**config.mk**
```make
export PLATFORM = sky130hd
export DESIGN_NAME = cmd_executor
export DESIGN_NICKNAME = d
export VERILOG_FILES = /design/src/rtl/cmd_executor.sv
export SDC_FILE = /design/constraint.sdc
export NUM_CORES = 1
export LEC_CHECK = 0
export ABC_AREA = 1
export CAP_MARGIN = 20
export CORE_AREA = 10 10 107 109
export DETAILED_ROUTE_END_ITERATION = 12
export DIE_AREA = 0 0 117 119
export DONT_BUFFER_PORTS = 1
export GPL_TIMING_DRIVEN = 0
export PLACE_DENSITY = 0.75
export SLEW_MARGIN = 15
export SYNTH_ARGS = -nofsm -noshare
export SYNTH_HDL_FRONTEND = slang
export SYNTH_SLANG_ARGS = --single-unit
export TNS_END_PERCENT = 5
```
**constraint.sdc**
```tcl
create_clock -name clock -period 3.2 [get_ports clock]
set_input_delay 0.64 -clock clock [delete_from_list [all_inputs] [get_ports clock]]
set_output_delay 0.64 -clock clock [all_outputs]
set_load 0.02 [all_outputs]
```
**src/rtl/cmd_executor.sv**
```systemverilog
// Command execution engine: runs decoded UART commands against SRAM
// and hands word/byte responses to the UART transmitter.
module cmd_executor #(
  parameter int ADDR_W     = 15,
  parameter int DATA_W     = 32,
  parameter int MEM_LAT    = 2,
  parameter int BURST_W    = 4,
  parameter bit ACK_WRITES = 1'b1
) (
  input  logic              clock,
  input  logic              reset,
  input  logic              cmd_valid,
  input  logic [7:0]        cmd_opcode,
  input  logic [ADDR_W-1:0] cmd_address,
  input  logic [DATA_W-1:0] cmd_data,
  input  logic [1:0]        cmd_error,
  output logic              cmd_ready,
  output logic              mem_enable,
  output logic              mem_read_write,
  output logic [ADDR_W-1:0] mem_address,
  output logic [DATA_W-1:0] mem_data_in,
  input  logic [DATA_W-1:0] mem_data_out,
  output logic              tx_enable,
  output logic              tx_mode_select,
  output logic [DATA_W-1:0] tx_word,
  output logic [7:0]        tx_byte,
  input  logic              tx_done,
  output logic              busy,
  output logic [7:0]        dropped_count
);

  localparam logic [3:0] S_IDLE     = 4'd0;
  localparam logic [3:0] S_CHECK    = 4'd1;
  localparam logic [3:0] S_ERR_TX   = 4'd2;
  localparam logic [3:0] S_WRITE    = 4'd3;
  localparam logic [3:0] S_ACK_TX   = 4'd4;
  localparam logic [3:0] S_RD_ISSUE = 4'd5;
  localparam logic [3:0] S_RD_WAIT  = 4'd6;
  localparam logic [3:0] S_RD_TX    = 4'd7;
  localparam logic [3:0] S_TX_WAIT  = 4'd8;

  localparam logic [3:0] LAT_M1 = 4'(MEM_LAT - 1);

  logic [3:0]         state_q, state_d;
  logic [ADDR_W-1:0]  addr_q, addr_d;
  logic [DATA_W-1:0]  data_q, data_d;
  logic [7:0]         op_q, op_d;
  logic [1:0]         err_q, err_d;
  logic [BURST_W-1:0] rem_q, rem_d;
  logic               last_q, last_d;
  logic [3:0]         cnt_q, cnt_d;
  logic [DATA_W-1:0]  word_q, word_d;
  logic [7:0]         byte_q, byte_d;
  logic               mode_q, mode_d;
  logic [7:0]         drop_q, drop_d;

  always_comb begin
    state_d = state_q;
    addr_d  = addr_q;
    data_d  = data_q;
    op_d    = op_q;
    err_d   = err_q;
    rem_d   = rem_q;
    last_d  = last_q;
    cnt_d   = cnt_q;
    word_d  = word_q;
    byte_d  = byte_q;
    mode_d  = mode_q;
    drop_d  = drop_q;
    // commands arriving while busy are discarded and counted
    if (cmd_valid && state_q != S_IDLE && drop_q != 8'hFF)
      drop_d = drop_q + 8'd1;
    unique case (state_q)
      S_IDLE: begin
        if (cmd_valid) begin
          addr_d  = cmd_address;
          data_d  = cmd_data;
          op_d    = cmd_opcode;
          err_d   = cmd_error;
          state_d = S_CHECK;
        end
      end
      S_CHECK: begin
        if (err_q != 2'd0) begin
          byte_d  = {6'b0, err_q};
          mode_d  = 1'b0;
          state_d = S_ERR_TX;
        end else if (op_q == 8'h00) begin
          state_d = S_WRITE;
        end else if (op_q == 8'h01) begin
          rem_d   = '0;
          state_d = S_RD_ISSUE;
        end else if (op_q == 8'h02) begin
          rem_d   = data_q[BURST_W-1:0];
          state_d = S_RD_ISSUE;
        end else begin
          byte_d  = 8'h04;
          mode_d  = 1'b0;
          state_d = S_ERR_TX;
        end
      end
      S_ERR_TX, S_ACK_TX: begin
        last_d  = 1'b1;
        state_d = S_TX_WAIT;
      end
      S_WRITE: begin
        if (ACK_WRITES) begin
          byte_d  = 8'h00;
          mode_d  = 1'b0;
          state_d = S_ACK_TX;
        end else begin
          state_d = S_IDLE;
        end
      end
      S_RD_ISSUE: begin
        cnt_d   = LAT_M1;
        state_d = S_RD_WAIT;
      end
      S_RD_WAIT: begin
        if (cnt_q == 4'd0) begin
          word_d  = mem_data_out;
          mode_d  = 1'b1;
          state_d = S_RD_TX;
        end else begin
          cnt_d = cnt_q - 4'd1;
        end
      end
      S_RD_TX: begin
        last_d  = (rem_q == '0);
        state_d = S_TX_WAIT;
      end
      S_TX_WAIT: begin
        if (tx_done) begin
          if (last_q) begin
            state_d = S_IDLE;
          end else begin
            rem_d   = rem_q - BURST_W'(1);
            addr_d  = addr_q + ADDR_W'(1);
            state_d = S_RD_ISSUE;
          end
        end
      end
      default: state_d = S_IDLE;
    endcase
  end

  always_ff @(posedge clock) begin
    if (reset) begin
      state_q <= S_IDLE;
      addr_q  <= '0;
      data_q  <= '0;
      op_q    <= '0;
      err_q   <= '0;
      rem_q   <= '0;
      last_q  <= 1'b0;
      cnt_q   <= '0;
      word_q  <= '0;
      byte_q  <= '0;
      mode_q  <= 1'b1;
      drop_q  <= '0;
    end else begin
      state_q <= state_d;
      addr_q  <= addr_d;
      data_q  <= data_d;
      op_q    <= op_d;
      err_q   <= err_d;
      rem_q   <= rem_d;
      last_q  <= last_d;
      cnt_q   <= cnt_d;
      word_q  <= word_d;
      byte_q  <= byte_d;
      mode_q  <= mode_d;
      drop_q  <= drop_d;
    end
  end

  assign cmd_ready      = (state_q == S_IDLE);
  assign busy           = ~cmd_ready;
  assign mem_enable     = (state_q == S_WRITE) || (state_q == S_RD_ISSUE);
  assign mem_read_write = (state_q == S_WRITE);
  assign mem_address    = mem_enable ? addr_q : '0;
  assign mem_data_in    = mem_read_write ? data_q : '0;
  assign tx_enable      = (state_q == S_ERR_TX) || (state_q == S_ACK_TX)
                       || (state_q == S_RD_TX);
  assign tx_mode_select = mode_q;
  assign tx_word        = word_q;
  assign tx_byte        = byte_q;
  assign dropped_count  = drop_q;

endmodule

```
; Word level (Yosys, flattened, before mapping)
; Cells that the tools add are included.
[totals]
register_bits = 119
latch_bits = 0
ram_bits = 0
mem_bits_ro = 0
in_bits = 93
n_memories = 0
[classes]
n_addsub = 4
mul = 0
div_mod_pow = 0
n_lt_le_gt_ge = 0
eq_ne = 22
n_shift = 0
muxes = 36
bitwise_logic = 1
reduce_logical = 27
[op_table]
columns = op, count
row1 = 15-bit 2-to-1 mux, 4
row2 = 4-bit 2-to-1 mux, 10
row3 = 32-bit 2-to-1 mux, 1
row4 = 8-bit 2-to-1 mux, 4
row5 = 15-bit one-hot mux with 2 select lines, 1
row6 = 4-bit one-hot mux with 7 select lines, 1
row7 = 4-bit by 3-bit == test with 1-bit output (second input constant), 4
row8 = 4-bit one-hot mux with 2 select lines, 2
row9 = 8-bit one-hot mux with 2 select lines, 1
row10 = 15-bit by 1-bit adder with 15-bit output (second input constant), 1
row11 = 3-bit 2-to-1 mux, 5
row12 = 2-bit inequality test (second input constant), 7
row13 = 4-bit logical NOT, 3
row14 = 3-bit inequality test (second input constant), 4
row15 = 2-bit nonzero test, 6
row16 = 8-bit by 1-bit adder with 8-bit output (second input constant), 1
row17 = 4-bit by 2-bit == test with 1-bit output (second input constant), 2
row18 = 8-bit by 1-bit == test with 1-bit output (second input constant), 1
row19 = 8-bit by 2-bit == test with 1-bit output (second input constant), 1
row20 = 8-bit logical NOT, 1
row21 = 8-bit inequality test (second input constant), 1
row22 = 4-bit AND reduction, 2
row23 = 4-bit by 1-bit subtractor with 4-bit output (second input constant), 2
row24 = 2-bit AND reduction, 3
row25 = other kinds (15), 22

; Longest topological paths before layout
[logic_depth]
ltp_word = 6
ltp_mapped = 10
depth_no_buf = 10

; Worst setup path before layout
; Ideal clock, no wire load.
[synth_path]
path_type = register to output
from = register state_q[3]
to = output mem_data_in[10]
arrival_time_ps = 1536
t_required_ps = 2560
path_slack_ps = 1024
path_stages_with_launch = 7
cell_sequence = dfxtp_1 -> nor2_4 -> nand2_1 -> nor2_2 -> inv_2 -> clkbuf_1 -> nor2_1
[synth_via]
elab_chain_len = 2
[synth_lines]
columns = item, line_no
row1 = "start, declared", 44  ; logic [3:0] state_q, state_d;
row2 = "start signal, assigned", 162  ; state_q <= state_d;
row3 = 4-bit by 2-bit == test with 1-bit output, 180  ; assign mem_read_write = (state_q == S_WRITE);
row4 = net mem_read_write, 19  ; output logic mem_read_write,
row5 = 32-bit 2-to-1 mux, 182  ; assign mem_data_in = mem_read_write ? data_q : '0;
row6 = "end, declared", 21  ; output logic [DATA_W-1:0] mem_data_in,
; The timed path passes the listed nets, and every way through them passes these cells.

; Worst setup path in the final report
[layout_path]
from = register state_q[3]
to = output mem_data_in[19]
; Same word-level chain as after synthesis.

==> impl_results.md <==
- Status: finished clean
- Fillers: 848
- Final Util: 66.4%
- Clock share of power: 33.5%
- Library cells used by synthesis: 37
- Post-synth EDFFs: 0
- Placer congestion estimate: 0.907
- Core area: 9460 um2
- Top FF cell, synth: dfxtp_1
- Unrepaired setup endpoints after global routing: false
- Finished Cell Area: 6280 um2
- Routed Antenna Nets: 0
- Count leader, synth: nor2_1
- Synth area leader: dfxtp_1
- Worst Hold Class: in -> reg
- Max-cap viol count: 0
- Commonest cells in the netlist: nor2_1, dfxtp_1, nand2_1
- Worst EP required: 2.56 ns
- Via/cell ratio: 5.51
- Post-route setup slack: 0.271 ns
- Antenna diodes: 0
- Largest net degree at the start of global routing: 17
- Std-Cell Rows: 36
- YS warnings: 0
- Hold Violations, Final: 0
- Max FO, Critical Path: 10
- Layout cell share with drive strength beyond 1: 14.2%
- NetSw: 2230 uW
- DRC Markers: 0
- FFs w/ async S/R, synth: 0%
- Power per Cell Area: 945 nW/um2
- Remaining global-route overflow: 0
- Type of origin of the critical path: flip-flop
- Syn Inst Count: 781
- Sequential share of the synthesized area: 41.6%
- Postcts setup bufs: 0
- Int Pwr: 3710 uW
- Clock sinks: 114
- Slew Viols, Final: 0
- Total CTS buffers: 17
- Register share of total power: 34.0%
- DRT Pass-1 Iters: 5
- Fmax: 0.341 GHz
- Avg WL per Cell: 17.1 um
- Reg clk slew, reported paths: 0.06 ns
- Area after DPL: 5640 um2
- Vias in the first global route: 5105
- Clk buf depth: 2
- Root Driver: clkbuf_8
- Syn-to-layout area delta: 14.5%
- Die Ht: 119 um
- Final setup vio count: 0
- First-pass GRT wire length: 25400 um
- Critical path type: reg -> out
- Sw Ratio: 37.5%
- HPWL after DPL: 12000 um
- DIE WIDTH: 117 um
- Syn Area/Cell: 7.02 um2
- GRT Overall Usage: 22.7%
- DR vias: 5128
- Critical path endpoint category: primary output
- Top post-synthesis cells by area: dfxtp_1, nor2_1, nand2_1, a21oi_1, inv_1
- Nets@finish: 902
- IO Port Bufs: 0
- Final Skew: 0.00589 ns
- Initial DRC Count: 334
- Total Routed Length: 15900 um
- Tightest Pin Transition: 0.714 ns
- H-Tree Depth: 4
- CTS tree: yes
- DP Worst Slack: 0.656 ns
- Worst skew pair latency: 0.50 ns
- FF+latch count, synth: 114
- I/O pins: 194
- Fin crit share: 91.5%
- Fin crit period: 2.93 ns
- Initial Utilization: 58.0%
- Die area: 13900 um2
- Static leakage: 0.00257 uW
- Initial antenna violation count: 0
- Normalized max-slew margin: 52.4%
- Critical path arrival: 2.29 ns
- TNS Setup: 0 ns
- Share of the synthesized area in the top cell type: 41.6%
- Comb pwr share: 32.5%
- Post-Syn Area: 5490 um2
- Peak VDD IR: 411 uV
## power groups by stage
stage | Clock [uW] | Combinational, uW | Sequential [uW]
after CTS | 2000 | 1910 | 2010
after floorplan | 0 | 1540 | 1980
after detailed placement | 0 | 1890 | 2040
after global routing | 2080 | 2160 | 2060
after global placement | 0 | 1830 | 2030
final | 1990 | 1930 | 2020
## stage by stage
step,power [uW],hold slack (ns),cells
global placement,3860,0.435,899
CTS,5930,0.177,931
detailed placement,3930,0.437,899
floorplan,3520,0.424,785
global route,6290,0.173,931
finish,5930,0.198,931
## cells in the final DEF, fill, tap and decap left out, drive strengths merged, types with 6 or more instances in the layout
| cell type | instances |
|---|---|
| nor2 | 186 |
| dfxtp | 114 |
| nand2 | 113 |
| o21ai | 97 |
| inv | 90 |
| a21oi | 72 |
| clkbuf | 37 |
| nand3 | 35 |
| buf | 24 |
| nand4 | 10 |
| nor3 | 6 |
## worst max-delay path, stage by stage (launching register included)
cell      delay, ns
dfxtp_1        0.37
nor2_4         0.20
nand2_1        0.13
nor2_4         0.30
inv_2          0.11
clkbuf_1       0.26
nor2_1         0.42
## metal layers
layer | global-route usage, % | part of all wire, % | up-vias
met3 | 10.4 | 11 | 23
li1 | - | - | 2533
met1 | 23.9 | 38 | 2381
met4 | 6.96 | 1.5 | 0
met2 | 39.4 | 50 | 191
met5 | 0 | 0 | -
## state kept, by name, summed over array words and instances (netlist names)
signal          cells
cnt_q               4
op_q                8
last_q              1
rem_q               4
tx_word            32
tx_mode_select      1
tx_byte             3
addr_q             15
err_q               2
data_q             32
state_q             4
dropped_count       8
## cell families after synthesis
group,Yosys count,share of synthesized area [%]
adders and majority gates,5,1.14
other,1,0.0684
buffers and inverters,131,10.9
xor gates and xnor gates,5,0.799
AOI/OAI and AO/OA,174,17.5
DFF,114,41.6
and+or+nand+nor,351,28.1
## area by class of cell
type	count	area (um2)	area share, %
plain buffers	41	255	4.06
flip-flops and latches	114	2280	36.3
inverters	90	340	5.42
multi-input cells	540	2630	41.8
well taps	114	143	2.27
clock inverters	12	179	2.85
clock buffers	20	455	7.25
## final timing paths
check	start	to	slack, ns	cells after the start
worst max register to register	dropped_count[0]	dropped_count[2]	1.42	9
worst max-delay path	state_q[3]	mem_data_in[19]	0.27	6
worst min register to register	op_q[4]	op_q[4]	0.45	2
worst min-delay path	reset	addr_q[13]	0.20	1
## repair_timing
item | in CTS | in global routing
hold buffers | 0 | 0
endpoints found under the setup margin | 0 | 7
gates resized for setup | 0 | 1
Note: power is estimated with default switching activity, not from simulation.
